==> config.mk <==
export PLATFORM = sky130hd
export DESIGN_NAME = pe_feeder_border_flat
export DESIGN_NICKNAME = d
export VERILOG_FILES = /design/src/rtl/pe_feeder_pkg.sv /design/src/rtl/pe_feeder_border_if.sv /design/src/rtl/sm_conv.sv /design/src/rtl/pe_feeder_border.sv /design/src/flat_wrapper.sv
export SDC_FILE = /design/constraint.sdc
export NUM_CORES = 1
export LEC_CHECK = 0
export CORE_ASPECT_RATIO = 1.2
export CORE_MARGIN = 2
export CORE_UTILIZATION = 45
export CTS_BUF_LIST = sky130_fd_sc_hd__clkbuf_16
export DETAILED_ROUTE_END_ITERATION = 16
export PLACE_DENSITY = 0.79
export SLEW_MARGIN = 20
export SYNTH_ARGS = -nofsm -noshare
export SYNTH_HDL_FRONTEND = slang
export SYNTH_SLANG_ARGS = --single-unit
==> constraint.sdc <==
create_clock -name clk -period 2.65 [get_ports clk]
set_clock_uncertainty 0.15 [all_clocks]
set_input_delay 0.3975 -clock clk [delete_from_list [all_inputs] [get_ports clk]]
set_output_delay 0.3975 -clock clk [all_outputs]
set_load 0.005 [all_outputs]
==> src/rtl/pe_feeder_pkg.sv <==
// Shared types and sizing helpers for the border-PE feeder.
// State encoding plus run-length and magnitude-limit helpers.
package pe_feeder_pkg;

   localparam int DEF_IWIDTH = 8;
   localparam int DEF_KWIDTH = 8;

   typedef enum logic [2:0] {
      IDLE  = 3'd0,
      FETCH = 3'd1,
      LOAD  = 3'd2,
      RUN   = 3'd3,
      DONE  = 3'd4
   } state_t;

   // Number of bitstream cycles spent accumulating one term.
   function automatic int run_len(input int cwidth);
      return 2 ** cwidth;
   endfunction

   // Largest weight magnitude the PE can represent.
   function automatic int mag_max(input int iwidth);
      return (2 ** (iwidth - 1)) - 1;
   endfunction

endpackage

==> src/rtl/pe_feeder_border_if.sv <==
// Job/operand handshakes and PE control/data bundle for the border feeder.
// slave = feeder side, master = job source and PE side.
interface pe_feeder_border_if #(
   parameter int IWIDTH = 8,
   parameter int KWIDTH = 8
);
   logic              job_valid;
   logic              job_ready;
   logic [KWIDTH-1:0] job_len;
   logic              op_valid;
   logic              op_ready;
   logic [IWIDTH-1:0] op_ifm;
   logic [IWIDTH-1:0] op_wght;
   logic              busy;
   logic              en_i;
   logic              clr_i;
   logic              en_w;
   logic              clr_w;
   logic              en_o;
   logic              clr_o;
   logic              mac_done;
   logic [IWIDTH-1:0] ifm;
   logic              wght_sign;
   logic [IWIDTH-2:0] wght_abs;

   modport master (
      output job_valid, job_len, op_valid, op_ifm, op_wght,
      input  job_ready, op_ready, busy, en_i, clr_i, en_w, clr_w,
             en_o, clr_o, mac_done, ifm, wght_sign, wght_abs
   );

   modport slave (
      input  job_valid, job_len, op_valid, op_ifm, op_wght,
      output job_ready, op_ready, busy, en_i, clr_i, en_w, clr_w,
             en_o, clr_o, mac_done, ifm, wght_sign, wght_abs
   );
endinterface

==> src/rtl/sm_conv.sv <==
// Two's-complement to sign-magnitude converter; the most negative input
// saturates to the largest representable magnitude.
module sm_conv
   import pe_feeder_pkg::*;
#(
   parameter int IWIDTH = DEF_IWIDTH
) (
   input  logic [IWIDTH-1:0] val_i,
   output logic              sign_o,
   output logic [IWIDTH-2:0] mag_o
);
   localparam logic [IWIDTH-2:0] MAG_LIMIT = (IWIDTH-1)'(mag_max(IWIDTH));

   logic [IWIDTH-1:0] neg_val;

   assign neg_val = ~val_i + IWIDTH'(1);

   always_comb begin
      sign_o = val_i[IWIDTH-1];
      mag_o  = val_i[IWIDTH-2:0];
      if (sign_o) begin
         // Negating the minimum value leaves the MSB set: clamp it.
         if (neg_val[IWIDTH-1]) begin
            mag_o = MAG_LIMIT;
         end else begin
            mag_o = neg_val[IWIDTH-2:0];
         end
      end
   end
endmodule

==> src/rtl/pe_feeder_border.sv <==
// Sequencer feeding the west/north edge of a border PE: per term it loads
// operands, runs the unary bitstream, and signals mac_done after the last term.
module pe_feeder_border
   import pe_feeder_pkg::*;
#(
   parameter int IWIDTH = DEF_IWIDTH,
   parameter int KWIDTH = DEF_KWIDTH,
   parameter int CWIDTH = IWIDTH - 1
) (
   input logic clk,
   input logic rst,
   pe_feeder_border_if.slave bus
);
   localparam logic [CWIDTH-1:0] RUN_LAST = CWIDTH'(run_len(CWIDTH) - 1);

   state_t            state_q, state_d;
   logic [KWIDTH-1:0] term_rem_q, term_rem_d;
   logic              first_q, first_d;
   logic [CWIDTH-1:0] run_cnt_q, run_cnt_d;
   logic [IWIDTH-1:0] ifm_q, ifm_d;
   logic              wght_sign_q, wght_sign_d;
   logic [IWIDTH-2:0] wght_abs_q, wght_abs_d;

   logic              conv_sign;
   logic [IWIDTH-2:0] conv_mag;

   sm_conv #(.IWIDTH(IWIDTH)) u_wght_conv (
      .val_i  (bus.op_wght),
      .sign_o (conv_sign),
      .mag_o  (conv_mag)
   );

   always_ff @(posedge clk) begin
      if (rst) begin
         state_q     <= IDLE;
         term_rem_q  <= '0;
         first_q     <= 1'b0;
         run_cnt_q   <= '0;
         ifm_q       <= '0;
         wght_sign_q <= 1'b0;
         wght_abs_q  <= '0;
      end else begin
         state_q     <= state_d;
         term_rem_q  <= term_rem_d;
         first_q     <= first_d;
         run_cnt_q   <= run_cnt_d;
         ifm_q       <= ifm_d;
         wght_sign_q <= wght_sign_d;
         wght_abs_q  <= wght_abs_d;
      end
   end

   always_comb begin
      state_d     = state_q;
      term_rem_d  = term_rem_q;
      first_d     = first_q;
      run_cnt_d   = run_cnt_q;
      ifm_d       = ifm_q;
      wght_sign_d = wght_sign_q;
      wght_abs_d  = wght_abs_q;
      unique case (state_q)
         IDLE: begin
            if (bus.job_valid) begin
               term_rem_d = bus.job_len;
               first_d    = 1'b1;
               state_d    = (bus.job_len == '0) ? DONE : FETCH;
            end
         end
         FETCH: begin
            if (bus.op_valid) begin
               ifm_d       = bus.op_ifm;
               wght_sign_d = conv_sign;
               wght_abs_d  = conv_mag;
               state_d     = LOAD;
            end
         end
         LOAD: begin
            first_d   = 1'b0;
            run_cnt_d = '0;
            state_d   = RUN;
         end
         RUN: begin
            run_cnt_d = run_cnt_q + CWIDTH'(1);
            if (run_cnt_q == RUN_LAST) begin
               term_rem_d = term_rem_q - KWIDTH'(1);
               state_d    = (term_rem_q == KWIDTH'(1)) ? DONE : FETCH;
            end
         end
         DONE: begin
            first_d = 1'b0;
            state_d = IDLE;
         end
         default: state_d = IDLE;
      endcase
   end

   // first_q survives into DONE only when no term was loaded (zero-length job).
   always_comb begin
      bus.job_ready = (state_q == IDLE);
      bus.op_ready  = (state_q == FETCH);
      bus.busy      = (state_q != IDLE);
      bus.en_i      = (state_q == LOAD);
      bus.en_w      = (state_q == LOAD);
      bus.en_o      = (state_q == RUN);
      bus.clr_i     = (state_q == DONE);
      bus.clr_w     = (state_q == DONE);
      bus.mac_done  = (state_q == DONE);
      bus.clr_o     = ((state_q == LOAD) || (state_q == DONE)) && first_q;
   end

   assign bus.ifm       = ifm_q;
   assign bus.wght_sign = wght_sign_q;
   assign bus.wght_abs  = wght_abs_q;

endmodule

==> src/flat_wrapper.sv <==
// flat-port wrapper written by rule: the top's interface ports become plain ports
module pe_feeder_border_flat import pe_feeder_pkg::*;
#(
   parameter int IWIDTH = DEF_IWIDTH,
   parameter int KWIDTH = DEF_KWIDTH,
   parameter int CWIDTH = IWIDTH - 1
)
  (clk, rst, bus_job_valid, bus_job_len, bus_op_valid, bus_op_ifm, bus_op_wght, bus_job_ready, bus_op_ready, bus_busy, bus_en_i, bus_clr_i, bus_en_w, bus_clr_w, bus_en_o, bus_clr_o, bus_mac_done, bus_ifm, bus_wght_sign, bus_wght_abs);
  pe_feeder_border_if #(.IWIDTH(IWIDTH), .KWIDTH(KWIDTH)) bus_i ();
  input logic clk;
  input logic rst;
  input wire logic [$bits(bus_i.job_valid)-1:0] bus_job_valid;
  input wire logic [$bits(bus_i.job_len)-1:0] bus_job_len;
  input wire logic [$bits(bus_i.op_valid)-1:0] bus_op_valid;
  input wire logic [$bits(bus_i.op_ifm)-1:0] bus_op_ifm;
  input wire logic [$bits(bus_i.op_wght)-1:0] bus_op_wght;
  output wire logic [$bits(bus_i.job_ready)-1:0] bus_job_ready;
  output wire logic [$bits(bus_i.op_ready)-1:0] bus_op_ready;
  output wire logic [$bits(bus_i.busy)-1:0] bus_busy;
  output wire logic [$bits(bus_i.en_i)-1:0] bus_en_i;
  output wire logic [$bits(bus_i.clr_i)-1:0] bus_clr_i;
  output wire logic [$bits(bus_i.en_w)-1:0] bus_en_w;
  output wire logic [$bits(bus_i.clr_w)-1:0] bus_clr_w;
  output wire logic [$bits(bus_i.en_o)-1:0] bus_en_o;
  output wire logic [$bits(bus_i.clr_o)-1:0] bus_clr_o;
  output wire logic [$bits(bus_i.mac_done)-1:0] bus_mac_done;
  output wire logic [$bits(bus_i.ifm)-1:0] bus_ifm;
  output wire logic [$bits(bus_i.wght_sign)-1:0] bus_wght_sign;
  output wire logic [$bits(bus_i.wght_abs)-1:0] bus_wght_abs;
  assign bus_i.job_valid = bus_job_valid;
  assign bus_i.job_len = bus_job_len;
  assign bus_i.op_valid = bus_op_valid;
  assign bus_i.op_ifm = bus_op_ifm;
  assign bus_i.op_wght = bus_op_wght;
  assign bus_job_ready = bus_i.job_ready;
  assign bus_op_ready = bus_i.op_ready;
  assign bus_busy = bus_i.busy;
  assign bus_en_i = bus_i.en_i;
  assign bus_clr_i = bus_i.clr_i;
  assign bus_en_w = bus_i.en_w;
  assign bus_clr_w = bus_i.clr_w;
  assign bus_en_o = bus_i.en_o;
  assign bus_clr_o = bus_i.clr_o;
  assign bus_mac_done = bus_i.mac_done;
  assign bus_ifm = bus_i.ifm;
  assign bus_wght_sign = bus_i.wght_sign;
  assign bus_wght_abs = bus_i.wght_abs;
  pe_feeder_border #(.IWIDTH(IWIDTH), .KWIDTH(KWIDTH), .CWIDTH(CWIDTH)) u_core (.clk(clk), .rst(rst), .bus(bus_i));
endmodule
==> results of run 1 <==
layer usage:
layer / GRT usage (%) / part of all wire [%] / up-vias
li1: - / - / 974
met1: 22.6 / 42 / 864
met2: 34.6 / 50 / 60
met3: 5.32 / 6.5 / 6
met4: 7.25 / 1.4 / 0
met5: 0 / 0 / -
worst min path at each step:
stage,slack (ps),to
floorplan,300,u_core.run_cnt_q[1]
global placement,290,u_core.bus.wght_sign
detailed placement,300,u_core.bus.ifm[7]
CTS,310,u_core.bus.ifm[7]
global route,330,u_core.bus.ifm[0]
finish,300,u_core.bus.ifm[7]
power groups by stage:
stage	clock network, mW	logic, mW	registers (mW)
floorplan	0	0.164	0.588
global placement	0	0.281	0.599
detailed placement	0	0.284	0.601
CTS	0.671	0.285	0.590
global route	0.695	0.314	0.594
finish	0.660	0.284	0.590
area by class of cell:
cell class	count	share of cell area, %
multi-input cells	182	41.1
flip-flops and latches	35	26.3
repair buffers	61	22.1
clock buffers	5	4.69
well taps	56	2.63
clock inverters	3	1.64
inverters	11	1.55
sequential cells by signal (all words and copies together), names as in the netlist:
register	cells
u_core.bus.ifm	8
u_core.term_rem_q	8
u_core.bus.wght_abs	7
u_core.run_cnt_q	7
u_core.state_q	3
u_core.bus.wght_sign	1
u_core.first_q	1
cells in the final DEF (no fill, tap or decap), types with 2 or more instances in the layout:
cell type | Yosys | final
clkdlybuf4s50_1 | 0 | 53
dfxtp_1 | 35 | 35
a21oi_1 | 33 | 33
nand2_1 | 32 | 32
nor2_1 | 20 | 20
inv_1 | 10 | 10
nor3_1 | 10 | 10
o21ai_0 | 10 | 10
buf_4 | 3 | 8
nand3_1 | 6 | 6
a211oi_1 | 5 | 5
clkbuf_16 | 0 | 5
nand2b_1 | 4 | 4
and2_1 | 4 | 4
nor2b_1 | 4 | 4
ha_1 | 4 | 4
or3_1 | 3 | 3
nand4_1 | 3 | 3
a31oi_1 | 3 | 3
nor4_1 | 3 | 3
xor2_1 | 3 | 3
nand3b_1 | 2 | 2
xnor2_1 | 2 | 2
a22oi_1 | 2 | 2
and4_1 | 2 | 2
a32oi_1 | 2 | 2
a21o_1 | 2 | 2
a211o_1 | 2 | 2
o22ai_1 | 2 | 2
o31ai_1 | 2 | 2
metrics by stage:
step / power, mW / instances
global route: 1.60 / 353
floorplan: 0.753 / 246
CTS: 1.55 / 353
finish: 1.53 / 353
detailed placement: 0.884 / 345
global placement: 0.880 / 345
worst reg2reg max path, delay by kind of cell (launching register included):
family                 cells  cell delay [ps]
AO/OA/AOI/OAI              2              330
buffers and inverters      1              220
flip-flops                 1              660
AND/OR/NAND/NOR            2              650
cell families after synthesis:
family | after synthesis | synth area share [%]
xor+xnor | 5 | 2.27
compound gates | 71 | 23.9
simple gates | 101 | 27.3
fa+ha+maj | 4 | 2.60
buf+inv | 29 | 7.07
mux | 1 | 0.519
flops | 35 | 36.3
==> metrics, run 1 <==
outcome=finished clean; I/O Buffers=53; Final Hold Violating Endpoints=0; Die ar.=0.00483 sq mm; PD cells=575 mW/mm^2; Antenna Nets Post-Route=0; Final GP Congestion=0.912; Crit-path slowest cell=clkdlybuf4s50_1; vias in the first global route=1680; worst reg2reg path depth=5; most frequent cell after synthesis=dfxtp_1; worst min-delay path category=flop to flop; clk_lat worst skew=280 ps; Commonest cells post-synth=35 x dfxtp_1, 33 x a21oi_1, 32 x nand2_1; Worst EP required=2100 ps; post-route cell area=0.00267 sq mm; Placeable Area=0.00420 sq mm; initial core utilization=45.9%; H-tree Lvls=2; fin crit share=91.0%; final WL=4620 microns; drt via density=5.39; num rows=26; crit path DAT=1860 ps; max-slew violations=0; RSZ-0062 raised after global routing=no; Final Net Count=328; Main synth FF type=dfxtp_1; r2r startpoint=u_core.state_q[1]; Leak=0.940 nW; min Tclk post-route=2410 ps; dpl hpwl=3410 microns; TNS Setup=0 ps; Die Wd=63.8 microns; Least-Margin Pin Slew=536 ps; cell family with most CP delay=buffers and inverters; clock share of power=43.0%; post-placement setup slack=292 ps; Avg Inst Size Synth=7.84 sq um; Mapped Area=0.00193 sq mm; Placed Area=0.00250 sq mm; Final setup viols=0; #FFs+latches synth=35; fillcell total=360; clk sinks=35; synth warn=0; final hold slack=302 ps; 1st-pass router iterations=4; Clock Tree Buf Depth=2; CP cell instances=buf_4 > or3_1 > inv_1 > clkdlybuf4s50_1; Reg2Reg Capture Point=u_core.term_rem_q[6]; Multi-input gate area=0.00110 sq mm; largest net degree at the start of global routing=18; Post-route DRC=0; Max-cap violations=0; initial antenna violation count=0; Sw Ratio=24.8%; CP bufs+invs=3; GRT overflow=0; internal cell power=1.15 mW; Worst Path Max Fanout=13; cts bufs inserted=5; post-CTS setup repair buffer count=0; Final Worst Setup Slack=238 ps; Slew HR=64.1%; utilization after layout=63.6%; syn nets=278; EDFF count, synth=0; die height=75.7 microns; r2r setup slk=570 ps; Area contributors post-synth=dfxtp_1 36%, a21oi_1 8.6%, nand2_1 6.2%; io pins=54; area leader, netlist=dfxtp_1; Post-CTS Resized=0; Mapped Cells=246; synth unique cells=49; crit path kind=flop to output pin; Net Sw Power=0.381 mW; area occupied by registers=701 sq um; sequential power share=38.4%; Hold Crit Depth=2; routed wire length per instance=13.1 microns; CP max stage delay=480 ps; ant diodes=0; share of layout cells above drive strength 1=9.09%; HP Start=u_core.bus.ifm[7]; Setup crit end=bus_job_ready; Total GRT Usage=19.4%; Crit. End Element=output pin; combinational group share of total power=18.5%; VDD IR-drop max=0.365 mV; hold_buf cts=0; cell depth of the worst setup path=4; Max Clk Rate=415 MHz; Reg clk slew, reported paths=50 ps; ys async rst share=0%; CTS tree=yes; area share of the leading cell type in the synthesized netlist=36.3%; post-synthesis sequential area ratio=36.3%; CTS root buf=clkbuf_16; crit path from=u_core.state_q[0]; vias post-DR=1904; Area Growth Syn to Fin=38.4%; initial drt markers=151; first-pass GRT wire length=7360 microns; Startpoint Class=flop
Power figures use the tool's default switching activity.
==> inputs of run 2 (changes only) <==
Settings changed: DONT_BUFFER_PORTS set to 1, PLACE_DENSITY 0.79 to 0.63.
==> run 2 against run 1 <==
- clock power down 11%
- critical path depth down 1
- first-iteration DRC count up 7.9%
- critical path type unchanged
- largest cell class unchanged
==> metrics, run 2 (synthesized netlist as in run 1, its figures left out) <==
crit path DAT=1540 ps (-320 ps); Area Growth Syn to Fin=8.76%; Leak=0.710 nW (-24%); TNS Setup=0 ps (unchanged); Worst Path Max Fanout=12 (-1); share of layout cells above drive strength 1=9.58% (+0.49 points); Multi-input gate area=0.00111 sq mm (+0.80%); Post-CTS Resized=0 (unchanged); min Tclk post-route=2090 ps (-324 ps); Clock Tree Buf Depth=2 (unchanged); drt via density=5.71 (+5.9%); max-slew violations=0 (unchanged); fillcell total=400 (+11%); H-tree Lvls=2 (unchanged); ant diodes=0 (unchanged); I/O Buffers=0 (-100%); crit path from=u_core.state_q[1]; initial core utilization=45.9% (unchanged); PD cells=646 mW/mm^2 (+12%); Startpoint Class=flop; clk_lat worst skew=280 ps (about the same); Final GP Congestion=0.877 (-3.8%); Crit. End Element=output pin; RSZ-0062 raised after global routing=no; Reg clk slew, reported paths=60 ps (about the same); first-pass GRT wire length=6960 microns (-5.4%); cell family with most CP delay=simple AND/OR/NAND/NOR gates; HP Start=rst; initial drt markers=163 (+7.9%); dpl hpwl=3070 microns (-9.8%); io pins=54 (unchanged); post-CTS setup repair buffer count=0 (unchanged); Max Clk Rate=479 MHz (+16%); CP bufs+invs=1 (-2); vias post-DR=1690 (-11%); Total GRT Usage=18.5% (-0.93 points); Worst EP required=2100 ps (about the same); vias in the first global route=1551 (-7.7%); crit path kind=flop to output pin; Die Wd=63.8 microns (unchanged); worst min-delay path category=input pin to flop; 1st-pass router iterations=4 (unchanged); Final Hold Violating Endpoints=0 (unchanged); Least-Margin Pin Slew=562 ps (+25.7 ps); Slew HR=62.0% (-2.1 points); CP cell instances=buf_4 > nand2b_1 > nor2_1; CTS root buf=clkbuf_16; cts bufs inserted=5 (unchanged); commonest cells after routing, fill and taps aside=35 x dfxtp_1, 33 x a21oi_1, 32 x nand2_1, 20 x nor2_1; hold_buf cts=0 (unchanged); CTS tree=yes; Post-route DRC=0 (unchanged); Final Net Count=271 (-17%); CP max stage delay=500 ps (+20 ps); routed wire length per instance=14.8 microns (+13%); initial antenna violation count=0 (unchanged); commonest non-fill, non-tap cell in the layout=dfxtp_1; Final setup viols=0 (unchanged); largest net degree at the start of global routing=36 (+18); outcome=finished clean; Crit-path slowest cell=dfxtp_1; area occupied by registers=701 sq um (unchanged); GRT overflow=0 (unchanged); final WL=4380 microns (-5.3%); Max-cap violations=0 (unchanged); VDD IR-drop max=0.322 mV (-12%); Antenna Nets Post-Route=0 (unchanged); r2r startpoint=u_core.state_q[2]; Power Total=1.36 mW (-12%); clk sinks=35 (unchanged); Placeable Area=0.00420 sq mm (unchanged); die height=75.7 microns (unchanged); num rows=26 (unchanged); fin crit share=78.8% (-12 points); Die ar.=0.00483 sq mm (unchanged)
run 2: changes by cell type in the layout (fill, tap and decap cells not counted), sizes merged:
cell / previous run / this run
clkdlybuf4s50: 53 / 0
buf: 8 / 4
clkinv: 2 / 0
clkinvlp: 0 / 2
bufinv: 1 / 0
inv: 11 / 12
run 2: power by group:
part           internal, mW  total (mW)  leakage (nW)  switching [mW]
Clock                 0.351       0.586        0.0664           0.235
Sequential            0.557       0.589         0.285          0.0321
Combinational        0.0762       0.180         0.358           0.104
Total                 0.985        1.36         0.710           0.371
run 2: final timing paths:
check	to	cells past startpoint	slack (ps)
hold / removal	u_core.bus.wght_abs[0]	1	20
setup / recovery	bus_en_i	3	560
hold reg to reg	u_core.run_cnt_q[1]	2	320
setup reg to reg	u_core.term_rem_q[5]	5	670
run 2: area by class of cell:
| type | count | area share (%) |
|---|---|---|
| Tap cell | 56 | 3.34 |
| Inverter | 11 | 1.97 |
| Clock inverter | 3 | 1.13 |
| Timing Repair Buffer | 4 | 1.43 |
| Sequential cell | 35 | 33.4 |
| Multi-Input combinational cell | 182 | 52.7 |
| Clock buffer | 5 | 5.97 |
run 2: layer usage:
| metal | GRT usage [%] | wire length [microns] | vias to the layer above |
|---|---|---|---|
| met5 | 0 | 0 | - |
| met2 | 31.7 | 2120 | 53 |
| li1 | - | - | 861 |
| met4 | 7.00 | 65 | 0 |
| met3 | 6.79 | 333 | 10 |
| met1 | 21.4 | 1860 | 766 |
run 2: per-stage QoR:
| step | worst slack (ps) | utilization, % | area [sq um] | std cells | hold slack, ps |
|---|---|---|---|---|---|
| detailed placement | 693 | 46.4 | 1950 | 288 | 314 |
| global placement | 716 | 46.4 | 1950 | 288 | 308 |
| finish | 562 | 50.0 | 2100 | 296 | 23.2 |
| global route | 394 | 50.0 | 2100 | 296 | 20.1 |
| floorplan | 820 | - | 1930 | 246 | 299 |
| CTS | 521 | 50.0 | 2100 | 296 | 21.5 |
